File: src/rtl/riscv_ppreg_skid.sv
// Generic inter-stage pipeline register with a valid/ready handshake and a 2-entry skid buffer.
// Optional stall counter is enabled by defining RISCV_PPREG_STALL_CNT_EN.
module riscv_ppreg_skid #(
    parameter int DATA_W = 256,
    parameter int CTRL_W = 24,
    parameter int CNT_W  = 32
) (
    input  logic              i_riscv_ppreg_clk,
    input  logic              i_riscv_ppreg_rst_n,
    input  logic              i_riscv_ppreg_flush,
    input  logic              i_riscv_ppreg_valid_in,
    output logic              o_riscv_ppreg_ready_in,
    input  logic [DATA_W-1:0] i_riscv_ppreg_data_in,
    input  logic [CTRL_W-1:0] i_riscv_ppreg_ctrl_in,
    output logic              o_riscv_ppreg_valid_out,
    input  logic              i_riscv_ppreg_ready_out,
    output logic [DATA_W-1:0] o_riscv_ppreg_data_out,
    output logic [CTRL_W-1:0] o_riscv_ppreg_ctrl_out,
    output logic [CNT_W-1:0]  o_riscv_ppreg_stall_cnt
);

    typedef enum logic [1:0] {
        ST_EMPTY = 2'd0,
        ST_ONE   = 2'd1,
        ST_FULL  = 2'd2
    } state_t;

    state_t             state_reg, state_next;

    logic               main_valid_reg, main_valid_next;
    logic [DATA_W-1:0]  main_data_reg,  main_data_next;
    logic [CTRL_W-1:0]  main_ctrl_reg,  main_ctrl_next;

    logic               skid_valid_reg, skid_valid_next;
    logic [DATA_W-1:0]  skid_data_reg,  skid_data_next;
    logic [CTRL_W-1:0]  skid_ctrl_reg,  skid_ctrl_next;

    logic               ready_in_reg,   ready_in_next;

    logic               in_fire;
    logic               out_fire;

    assign in_fire  = i_riscv_ppreg_valid_in & ready_in_reg;
    assign out_fire = main_valid_reg & i_riscv_ppreg_ready_out;

    always_ff @(posedge i_riscv_ppreg_clk or negedge i_riscv_ppreg_rst_n) begin
        if (!i_riscv_ppreg_rst_n) begin
            state_reg      <= ST_EMPTY;
            main_valid_reg <= 1'b0;
            main_data_reg  <= '0;
            main_ctrl_reg  <= '0;
            skid_valid_reg <= 1'b0;
            skid_data_reg  <= '0;
            skid_ctrl_reg  <= '0;
            ready_in_reg   <= 1'b1;
        end else begin
            state_reg      <= state_next;
            main_valid_reg <= main_valid_next;
            main_data_reg  <= main_data_next;
            main_ctrl_reg  <= main_ctrl_next;
            skid_valid_reg <= skid_valid_next;
            skid_data_reg  <= skid_data_next;
            skid_ctrl_reg  <= skid_ctrl_next;
            ready_in_reg   <= ready_in_next;
        end
    end

    always_comb begin
        state_next      = state_reg;
        main_valid_next = main_valid_reg;
        main_data_next  = main_data_reg;
        main_ctrl_next  = main_ctrl_reg;
        skid_valid_next = skid_valid_reg;
        skid_data_next  = skid_data_reg;
        skid_ctrl_next  = skid_ctrl_reg;

        if (i_riscv_ppreg_flush) begin
            state_next      = ST_EMPTY;
            main_valid_next = 1'b0;
            main_data_next  = '0;
            main_ctrl_next  = '0;
            skid_valid_next = 1'b0;
            skid_data_next  = '0;
            skid_ctrl_next  = '0;
        end else begin
            case (state_reg)
                ST_EMPTY: begin
                    if (in_fire) begin
                        state_next      = ST_ONE;
                        main_valid_next = 1'b1;
                        main_data_next  = i_riscv_ppreg_data_in;
                        main_ctrl_next  = i_riscv_ppreg_ctrl_in;
                    end
                end
                ST_ONE: begin
                    if (in_fire && out_fire) begin
                        main_data_next  = i_riscv_ppreg_data_in;
                        main_ctrl_next  = i_riscv_ppreg_ctrl_in;
                    end else if (out_fire) begin
                        // Data and ctrl stay in the flop; ctrl is masked on the output.
                        state_next      = ST_EMPTY;
                        main_valid_next = 1'b0;
                    end else if (in_fire) begin
                        state_next      = ST_FULL;
                        skid_valid_next = 1'b1;
                        skid_data_next  = i_riscv_ppreg_data_in;
                        skid_ctrl_next  = i_riscv_ppreg_ctrl_in;
                    end
                end
                ST_FULL: begin
                    if (out_fire) begin
                        state_next      = ST_ONE;
                        main_valid_next = 1'b1;
                        main_data_next  = skid_data_reg;
                        main_ctrl_next  = skid_ctrl_reg;
                        skid_valid_next = 1'b0;
                    end
                end
                default: begin
                    state_next      = ST_EMPTY;
                    main_valid_next = 1'b0;
                    skid_valid_next = 1'b0;
                end
            endcase
        end

        // Computed from next skid state so ready_in is a pure flop output.
        ready_in_next = ~skid_valid_next;
    end

    assign o_riscv_ppreg_ready_in  = ready_in_reg;
    assign o_riscv_ppreg_valid_out = main_valid_reg;
    assign o_riscv_ppreg_data_out  = main_data_reg;

    generate
        for (genvar gi = 0; gi < CTRL_W; gi++) begin : g_ctrl_mask
            assign o_riscv_ppreg_ctrl_out[gi] = main_ctrl_reg[gi] & main_valid_reg;
        end
    endgenerate

`ifdef RISCV_PPREG_STALL_CNT_EN
    logic [CNT_W-1:0] stall_cnt_reg;

    // Saturating count of cycles where an entry waits on downstream; flush does not clear it.
    always_ff @(posedge i_riscv_ppreg_clk or negedge i_riscv_ppreg_rst_n) begin
        if (!i_riscv_ppreg_rst_n) begin
            stall_cnt_reg <= '0;
        end else if (main_valid_reg && !i_riscv_ppreg_ready_out && (stall_cnt_reg != {CNT_W{1'b1}})) begin
            stall_cnt_reg <= stall_cnt_reg + {{(CNT_W-1){1'b0}}, 1'b1};
        end
    end

    assign o_riscv_ppreg_stall_cnt = stall_cnt_reg;
`else
    assign o_riscv_ppreg_stall_cnt = '0;
`endif

endmodule

File: config.mk
export PLATFORM = sky130hd
export DESIGN_NAME = riscv_ppreg_skid
export DESIGN_NICKNAME = d
export VERILOG_FILES = /design/src/rtl/riscv_ppreg_skid.sv
export SDC_FILE = /design/constraint.sdc
export NUM_CORES = 1
export LEC_CHECK = 0
export CAP_MARGIN = 20
export CORE_MARGIN = 2
export CORE_UTILIZATION = 45
export DETAILED_ROUTE_END_ITERATION = 8
export GPL_TIMING_DRIVEN = 0
export PLACE_DENSITY = 0.73
export RECOVER_POWER = 100
export SETUP_SLACK_MARGIN = 0.1
export SLEW_MARGIN = 5
export SYNTH_ARGS = -nofsm -noshare
export SYNTH_HDL_FRONTEND = slang
export SYNTH_SLANG_ARGS = --single-unit
File: constraint.sdc
create_clock -name i_riscv_ppreg_clk -period 4.2 [get_ports i_riscv_ppreg_clk]
set_clock_uncertainty 0.1 [all_clocks]
set_input_delay 0.84 -clock i_riscv_ppreg_clk [delete_from_list [all_inputs] [get_ports i_riscv_ppreg_clk]]
set_output_delay 0.84 -clock i_riscv_ppreg_clk [all_outputs]
set_load 0.005 [all_outputs]
-- Word-level counts from Yosys, hierarchy flattened
Index checks and enable logic that the tools add are counted.
- output and inout bits: 314
- bits in writable memories: 0
- word-level logic and storage cells: 91
- input port bits: 285
- memories kept: 0
- latch bits: 0
- memory bits (read-only): 0
- bits in registers: 565
- equal/unequal tests: 10
- mux-type cells: 37
- bitwise gates (word level): 27
- $lt $le $gt $ge: 0
- add/subtract/negate cells: 0
- div/mod/pow operators: 0
- reductions and logical operators: 9
- shift operators: 0
- multipliers: 0
- operators with widths (operator ; count):
    2-to-1 mux 256 bit ; 8
    one-hot mux 256 bit (3 select lines) ; 1
    2-to-1 mux 24 bit ; 8
    one-hot mux 24 bit (3 select lines) ; 1
    AND 1 bit ; 26
    AND reduction 4 bit ; 4
    != test 3 bit, second input constant ; 5
    2-to-1 mux 2 bit ; 6
    2-to-1 mux 1 bit ; 10
    one-hot mux 1 bit (3 select lines) ; 2
    one-hot mux 2 bit (3 select lines) ; 1
    != test 2 bit, second input constant ; 2
    != test 4 bit, second input constant ; 1
    nonzero test 2 bit ; 2
    nonzero test 4 bit ; 1
    equality test 2 x 1 -> 1 bit, second input constant ; 1
    equality test 2 bit, second input constant ; 1
    zero test 2 bit ; 1
    logical AND 1 bit ; 1
    inverter 1 bit ; 1

-- Longest topological paths before layout
Gate-level depths: netlist of run 1.
- depth after elaboration: 7
- mapped depth: 8
- gate-level depth less buffers: 4

-- Least setup slack after synthesis of run 1
OpenSTA, ideal clock, no wires.
- path type: input to register
- start point: input port i_riscv_ppreg_flush
- end point: register main_data_reg[100] (netlist: o_riscv_ppreg_data_out[100])
- buffers on the path: 3
- stages: 4
- slack: 2083 ps
- required time: 3955 ps
- data arrival time: 1873 ps
- setup time: 145 ps
- cell sequence: clkbuf_1 clkbuf_1 clkbuf_1 o31ai_2
- longest elaborated chain between the ends: 2
- elaborated cells on any way between the ends: 6
- those cells by class: 3 x eq/ne; 1 x mux; 2 x reduce/logical
- ends and longest elaborated chain (what ; RTL line ; text):
    start, declared ; 10 ; input logic i_riscv_ppreg_flush,
    != test 3 bit (no line) / nonzero test 4 bit (equally long branches) ; -- ;
    AND reduction 4 bit (no line) ; -- ;
    end signal, assigned ; 59 ; main_data_reg <= main_data_next;
    end, declared ; 31 ; logic [DATA_W-1:0] main_data_reg, main_data_next;
Several ways; a longest one is shown, not always the timed one.
A chain may end at the register's enable or synchronous reset.

-- Worst setup path after layout of run 1
- start point: register main_valid_reg (netlist: o_riscv_ppreg_valid_out)
- end point: output port o_riscv_ppreg_ctrl_out[7]
- longest elaborated chain between the ends: 1
- ends and longest elaborated chain (what ; RTL line ; text):
    start, declared ; 30 ; logic main_valid_reg, main_valid_next;
    start signal, assigned ; 58 ; main_valid_reg <= main_valid_next;
    AND 1 bit ; 137 ; assign o_riscv_ppreg_ctrl_out[gi] = main_ctrl_reg[gi] & main_valid_reg;
    end, declared ; 18 ; output logic [CTRL_W-1:0] o_riscv_ppreg_ctrl_out,
Every way passes these cells.

==> results.md, run 1 <==
- Critical Path Sink Type: output port
- Unrepaired setup endpoints after global routing: false
- Post-CTS sizing: 0
- H-tree depth: 2
- CP Launch Type: flip-flop
- DP HPWL: slightly above 60 mm
- TritonRoute pass-1 iters: 8
- Synth warn: 0
- Pwr dens: around 410 mW/mm^2
- Final Util: between 60% and 70%
- Clock tree from TritonCTS: yes
- Final hold violations: 0
- Routed Antenna Nets: 0
- Port Buffers: about 570
- Final worst-path cycle share: 92.69%
- GRT Total Usage: around 28%
- Top-count cell post-synth: nand2_1
- Max Cap Violations: 1
- Top-area cell type share of the netlist area: 54.90%
- Failing checks: max-capacitance violations, max-slew violations
- Critical Path AT: ~3.0 ns
- Reg2Reg Setup Slack: 1.00 ns
- Worst VDD drop: about 320 uV
- Setup_tns: 0 ns
- Core area: 0.05639 mm^2
- Num rows: between 80 and 90
- Layout cells sized above 1: a little under 8%
- Vias per inst: 5.389
- Pins Over Slew Limit: 83
- Hold crit path type: in2async
- Vias: about 22000
- IO Pins: roughly 600
- Maximum clock path buffer count: 3
- Post-CTS Setup Repair Bufs: 0
- Final hold slack: between 0.04 and 0.05 ns
- Top post-synthesis cells by count: nand2_1, dfrtp_1, a21oi_1, mux2i_1, o31ai_1
- Syn Area/Cell: slightly above 10 um^2
- Die width: 243.0 um
- Initial DRC Count: about 1300
- Full die area: about 0.059 mm^2
- Clock Latency Late Sink: 0.62 ns
- Total wire length: around 83 mm
- CP Max Fanout: 10
- Layout area overhead: 33.23%
- Register area share after synthesis: 55.00%
- Synth area leaders: dfrtp_1, nand2_1, mux2i_1
- Largest net degree at the start of global routing: between 100 and 150
- Crit Path Class: reg2out
- Pwr Total: 0.01419 W
- Final setup viols: 0
- Routability cong.: between 0.9 and 1
- Relative slew margins: -43.19%
- Congestion Overflow GR: 0
- Leakage: roughly 17 nW
- Root Buffer: clkbuf_16
- Async S/R FF share, synth: 100.0%
- Final Net Count: between 3000 and 4000
- Fillers: 4771
- Yosys reg bits: about 570
- Worst-path clk slew: about 0.060 ns
- Routed wire per std cell: just over 20 um
- Req. time, crit path: 3.26 ns
- DRC: 0
- Distinct cell type count after synthesis: 27
- Dominant cell type by area after synthesis: dfrtp_1
- Number of antenna violations at the first check in global routing: 19
- Slew @ Worst Pin: 2.148 ns
- Initial Util: approximately 46%
- Status: finished, violations left
- CTS Sinks: approximately 570
- Global-route wire length before repair: 127.2 mm
- Fmax: about 260 MHz
- Vias in the first global route: 22100
- Minimum clock period: about 4 ns
- Synth Instances: between 2000 and 3000
- CTS Buf Count: 60
- FF-to-FF path depth: 7
- Cts hold-fix bufs: 0
- Post-synth EDFFs: 0
- Die Y: approximately 240 um
- Prevailing post-synth register cell: dfrtp_1
- Synth Cell Area: between 0.02 and 0.03 mm^2
==> critical path, cell delays in order, from the launching register on <==
cell and delay (ns):
dfrtp_1 0.43, clkbuf_1 0.56, clkbuf_1 0.45, and2_1 0.21, dlygate4sd3_1 0.67
==> logic make-up (layout without fill, tap and decap cells) <==
group                     count (synthesis)  count (layout)  share of synthesized area, %
DFF                                     565             565                         55.00
muxes                                   280             280                         10.90
and+or+nand+nor                         871             871                         13.01
buffers and inverters                   258             938                         5.154
AOI/OAI and AO/OA                       571             571                         15.88
xor gates and xnor gates                  1               1                       0.03408
other                                     1              43                       0.01459
==> per-stage QoR <==
step / std cells / worst slack, ns / area (um^2)
floorplan: 2578 / 2.083 / 25820
global placement: 3899 / -22.30 / 32420
detailed placement: 3904 / 0.6890 / 32570
CTS: 4014 / 0.2114 / 34510
global route: 4023 / 0.1162 / 34240
finish: 4025 / 0.3072 / 34250
==> worst paths after layout <==
kind	start	endpoint
hold / removal	i_riscv_ppreg_rst_n	o_riscv_ppreg_data_out[214]$_DFFE_PN0P_
hold reg to reg	o_riscv_ppreg_data_out[226]$_DFFE_PN0P_	o_riscv_ppreg_data_out[226]$_DFFE_PN0P_
setup / recovery	o_riscv_ppreg_valid_out$_DFFE_PN0P_	o_riscv_ppreg_ctrl_out[7]
min in group i_riscv_ppreg_clk	o_riscv_ppreg_data_out[226]$_DFFE_PN0P_	o_riscv_ppreg_data_out[226]$_DFFE_PN0P_
setup reg to reg	state_reg[0]$_DFFE_PN0P_	o_riscv_ppreg_data_out[7]$_DFFE_PN0P_
max in group asynchronous	i_riscv_ppreg_rst_n	o_riscv_ppreg_data_out[38]$_DFFE_PN0P_
==> power breakdown <==
| part | total (W) | switching (W) | internal, W |
|---|---|---|---|
| sequential | 0.00620 | 0.000273 | 0.00593 |
| combinational | 0.00275 | 0.00150 | 0.00125 |
| clock | 0.00523 | 0.00219 | 0.00304 |
==> routing by layer <==
| metal | up-vias | GRT usage [%] | share of wire [%] |
|---|---|---|---|
| met2 | 765 | 45.04 | 48 |
| met1 | 10740 | 34.93 | 41 |
| li1 | 9975 | - | - |
| met3 | 197 | 6.678 | 7.4 |
| met5 | - | 0 | 0.12 |
| met4 | 16 | 11.69 | 4.1 |
==> cell usage in the layout (no fill, tap or decap), drive strengths merged, types with 4 or more instances in the layout <==
cell type      Yosys  final
clkdlybuf4s50      0    291
clkinv             0     10
conb               1     32
dfrtp            564    564
clkbuf           108    252
buf              146    107
o31ai            280    280
a21oi            284    284
nand2            842    842
and2              24     24
diode              0     11
inv                4      4
mux2i            280    280
dlygate4sd3        0    273
==> cell type report <==
cell class	count	area [um^2]	area share [%]
Sequential cell	565	14140	41.29
Tap cell	756	945.9	2.762
Antenna cell	11	27.53	0.08037
Multi-Input combinational cell	1755	10150	29.65
Clock inverter	11	91.34	0.2667
Buffer	254	1250	3.650
Clock buffer	99	1851	5.403
Timing Repair Buffer	570	5776	16.86
Inverter	4	15.01	0.04384
No activity file was read; power rests on OpenSTA's default activity.
==> inputs of run 2 (changes only) <==
--- a/config.mk
+++ b/config.mk
@@ -6,11 +6,11 @@
 export NUM_CORES = 1
 export LEC_CHECK = 0
 export CAP_MARGIN = 20
-export CORE_MARGIN = 2
-export CORE_UTILIZATION = 45
+export CORE_AREA = 2 2 235 237
 export DETAILED_ROUTE_END_ITERATION = 8
+export DIE_AREA = 0 0 237 239
 export GPL_TIMING_DRIVEN = 0
-export PLACE_DENSITY = 0.73
+export PLACE_DENSITY = 0.77
 export RECOVER_POWER = 100
 export SETUP_SLACK_MARGIN = 0.1
 export SLEW_MARGIN = 5
==> results.md, run 2 (synthesized netlist as in run 1, its figures left out) <==
- Congestion Overflow GR: 0
- Global-route wire length before repair: roughly 130 mm
- FF-to-FF path depth: 7
- Hold crit path type: in2async
- Sw Share: 27.47%
- Worst setup path start: o_riscv_ppreg_valid_out$_DFFE_PN0P_
- Setup WS pre-CTS: 0.6409 ns
- Switching pwr: around 0.004 W
- Post-CTS Setup Repair Bufs: 0
- Crit path to: o_riscv_ppreg_ctrl_out[6]
- Met3 wire len: approximately 6.4 mm
- Clock Latency Late Sink: around 0.62 ns
- Routability cong.: ~0.9
- Most frequent cells in the layout: nand2_1, dfrtp_1, clkdlybuf4s50_1
- Met2 routed WL: approximately 40 mm
- Vias in the first global route: about 22000
- Largest net degree at the start of global routing: about 120
- Failing checks: max-capacitance violations, max-slew violations
- Die Y: 239 um
- Core area: around 0.054 mm^2
- Full die area: about 0.057 mm^2
- CTS Buf Count: 59
- Design Area, Final: between 0.03 and 0.04 mm^2
- Layout cells sized above 1: around 7.5%
- Leakage: around 17 nW
- Clock tree from TritonCTS: yes
- Minimum clock period: 3.963 ns
- Combinational share of power: a little under a fifth
- Cts hold-fix bufs: 0
- Final setup viols: 0
- IO Pins: 599
- Setup ws final: approximately 0.24 ns
- Top Layer Used: met5
- CP Launch Type: flip-flop
- H-tree depth: 2
- Die width: around 240 um
- Final hold slack: roughly 0.0088 ns
- CTS Sinks: roughly 570
- Dpl cells: 3852
- Most common cell after layout, fill and taps aside: nand2_1
- Fmax: between 200 and 300 MHz
- Routed wire per std cell: 21.05 um
- Max Cap Violations: 1
- R2R Path Start: state_reg[0]$_DFFE_PN0P_
- Routed Antenna Nets: 0
- Num rows: 86
- Critical Path AT: around 3.0 ns
- TritonRoute pass-1 iters: 5
- Relative slew margins: -65.57%
- Crit Path Class: reg2out
- Worst-path clk slew: around 0.060 ns
- Unrepaired setup endpoints after global routing: false
- Final hold violations: 0
- Critical R2R Capture: o_riscv_ppreg_data_out[28]$_DFFE_PN0P_
- Layout area overhead: 33.31%
- Number of antenna violations at the first check in global routing: 23
- Critical Path Sink Type: output port
- Sequential Power Share: a little over two fifths
- Wl on met1: between 30 and 40 mm
- Vias per inst: 5.468
- Internal cell power: between 0.01 and 0.015 W
- DRC: 0
- Pwr dens: between 400 and 500 mW/mm^2
- Initial DRC Count: roughly 1400
- Req. time, crit path: roughly 3.3 ns
- Post-CTS sizing: 0
- Final Net Count: roughly 3500
- Maximum clock path buffer count: 3
- Slew @ Worst Pin: ~2.5 ns
- Worst VDD drop: 312.5 uV
- Total wire length: 83.68 mm
- Status: finished, violations left
- Root Buffer: clkbuf_16
- Clock power frac: about 38%
- Port Buffers: approximately 570
- Placed cell areas: about 0.033 mm^2
- Initial Util: between 40% and 50%
- Setup_tns: 0 ns
- Final worst-path cycle share: a little over nine tenths
- GRT Total Usage: between 20% and 30%
- Pins Over Slew Limit: between 90 and 100
- Vias: ~22000
- Non-filler cells, final: ~4000
- DP HPWL: ~62 mm
- Reg2Reg Setup Slack: ~0.88 ns
- CP Max Fanout: 10
run 2: worst max-delay path: stages, from the launching register on:
cell	delay, ns
dfrtp_1	0.44
clkbuf_1	0.57
clkbuf_1	0.44
and2_1	0.23
dlygate4sd3_1	0.73
run 2: area by class of cell:
type                       instances  area (um^2)
antenna                           14        35.03
buffer                           254         1232
clock buffer                      97         1822
clock inverter                    13        215.2
fill                            4386        20070
inverter                           4        15.01
multi-input combinational       1755        10150
sequential                       565        14140
tap                              704        880.8
timing repair buffer             570         5776
run 2: through the flow:
step / utilization (%) / total power (W)
after floorplan: - / 0.007579
after global placement: 59.55 / 0.009159
after detailed placement: 59.81 / 0.009239
after CTS: 63.56 / 0.01472
after global routing: 63.06 / 0.01504
final: 63.06 / 0.01445
run 2: power by group through the flow:
stage               sequential (W)  clock, W  combinational, W
finish                     0.00622   0.00547           0.00275
global placement           0.00632         0           0.00284
global route               0.00626   0.00579           0.00299
CTS                        0.00623   0.00555           0.00294
floorplan                  0.00628         0           0.00130
detailed placement         0.00632         0           0.00292
run 2: layer usage:
metal | track usage [%] | up-vias
li1 | - | 9977
met5 | 0 | -
met1 | 35.79 | 10800
met3 | 7.771 | 189
met4 | 11.62 | 16
met2 | 48.65 | 757
run 2: how the worst min path moves through the flow:
stage | from | endpoint | slack, ns
6_report | i_riscv_ppreg_rst_n | o_riscv_ppreg_data_out[158]$_DFFE_PN0P_ | 0.009
5_1_grt | i_riscv_ppreg_rst_n | o_riscv_ppreg_data_out[158]$_DFFE_PN0P_ | 0.04
4_1_cts | i_riscv_ppreg_rst_n | o_riscv_ppreg_data_out[158]$_DFFE_PN0P_ | 0.02
3_5_place_dp | main_ctrl_reg[20]$_DFFE_PN0P_ | main_ctrl_reg[20]$_DFFE_PN0P_ | 0.36
3_3_place_gp | main_ctrl_reg[0]$_DFFE_PN0P_ | main_ctrl_reg[0]$_DFFE_PN0P_ | 0.35
2_1_floorplan | main_ctrl_reg[0]$_DFFE_PN0P_ | main_ctrl_reg[0]$_DFFE_PN0P_ | 0.34
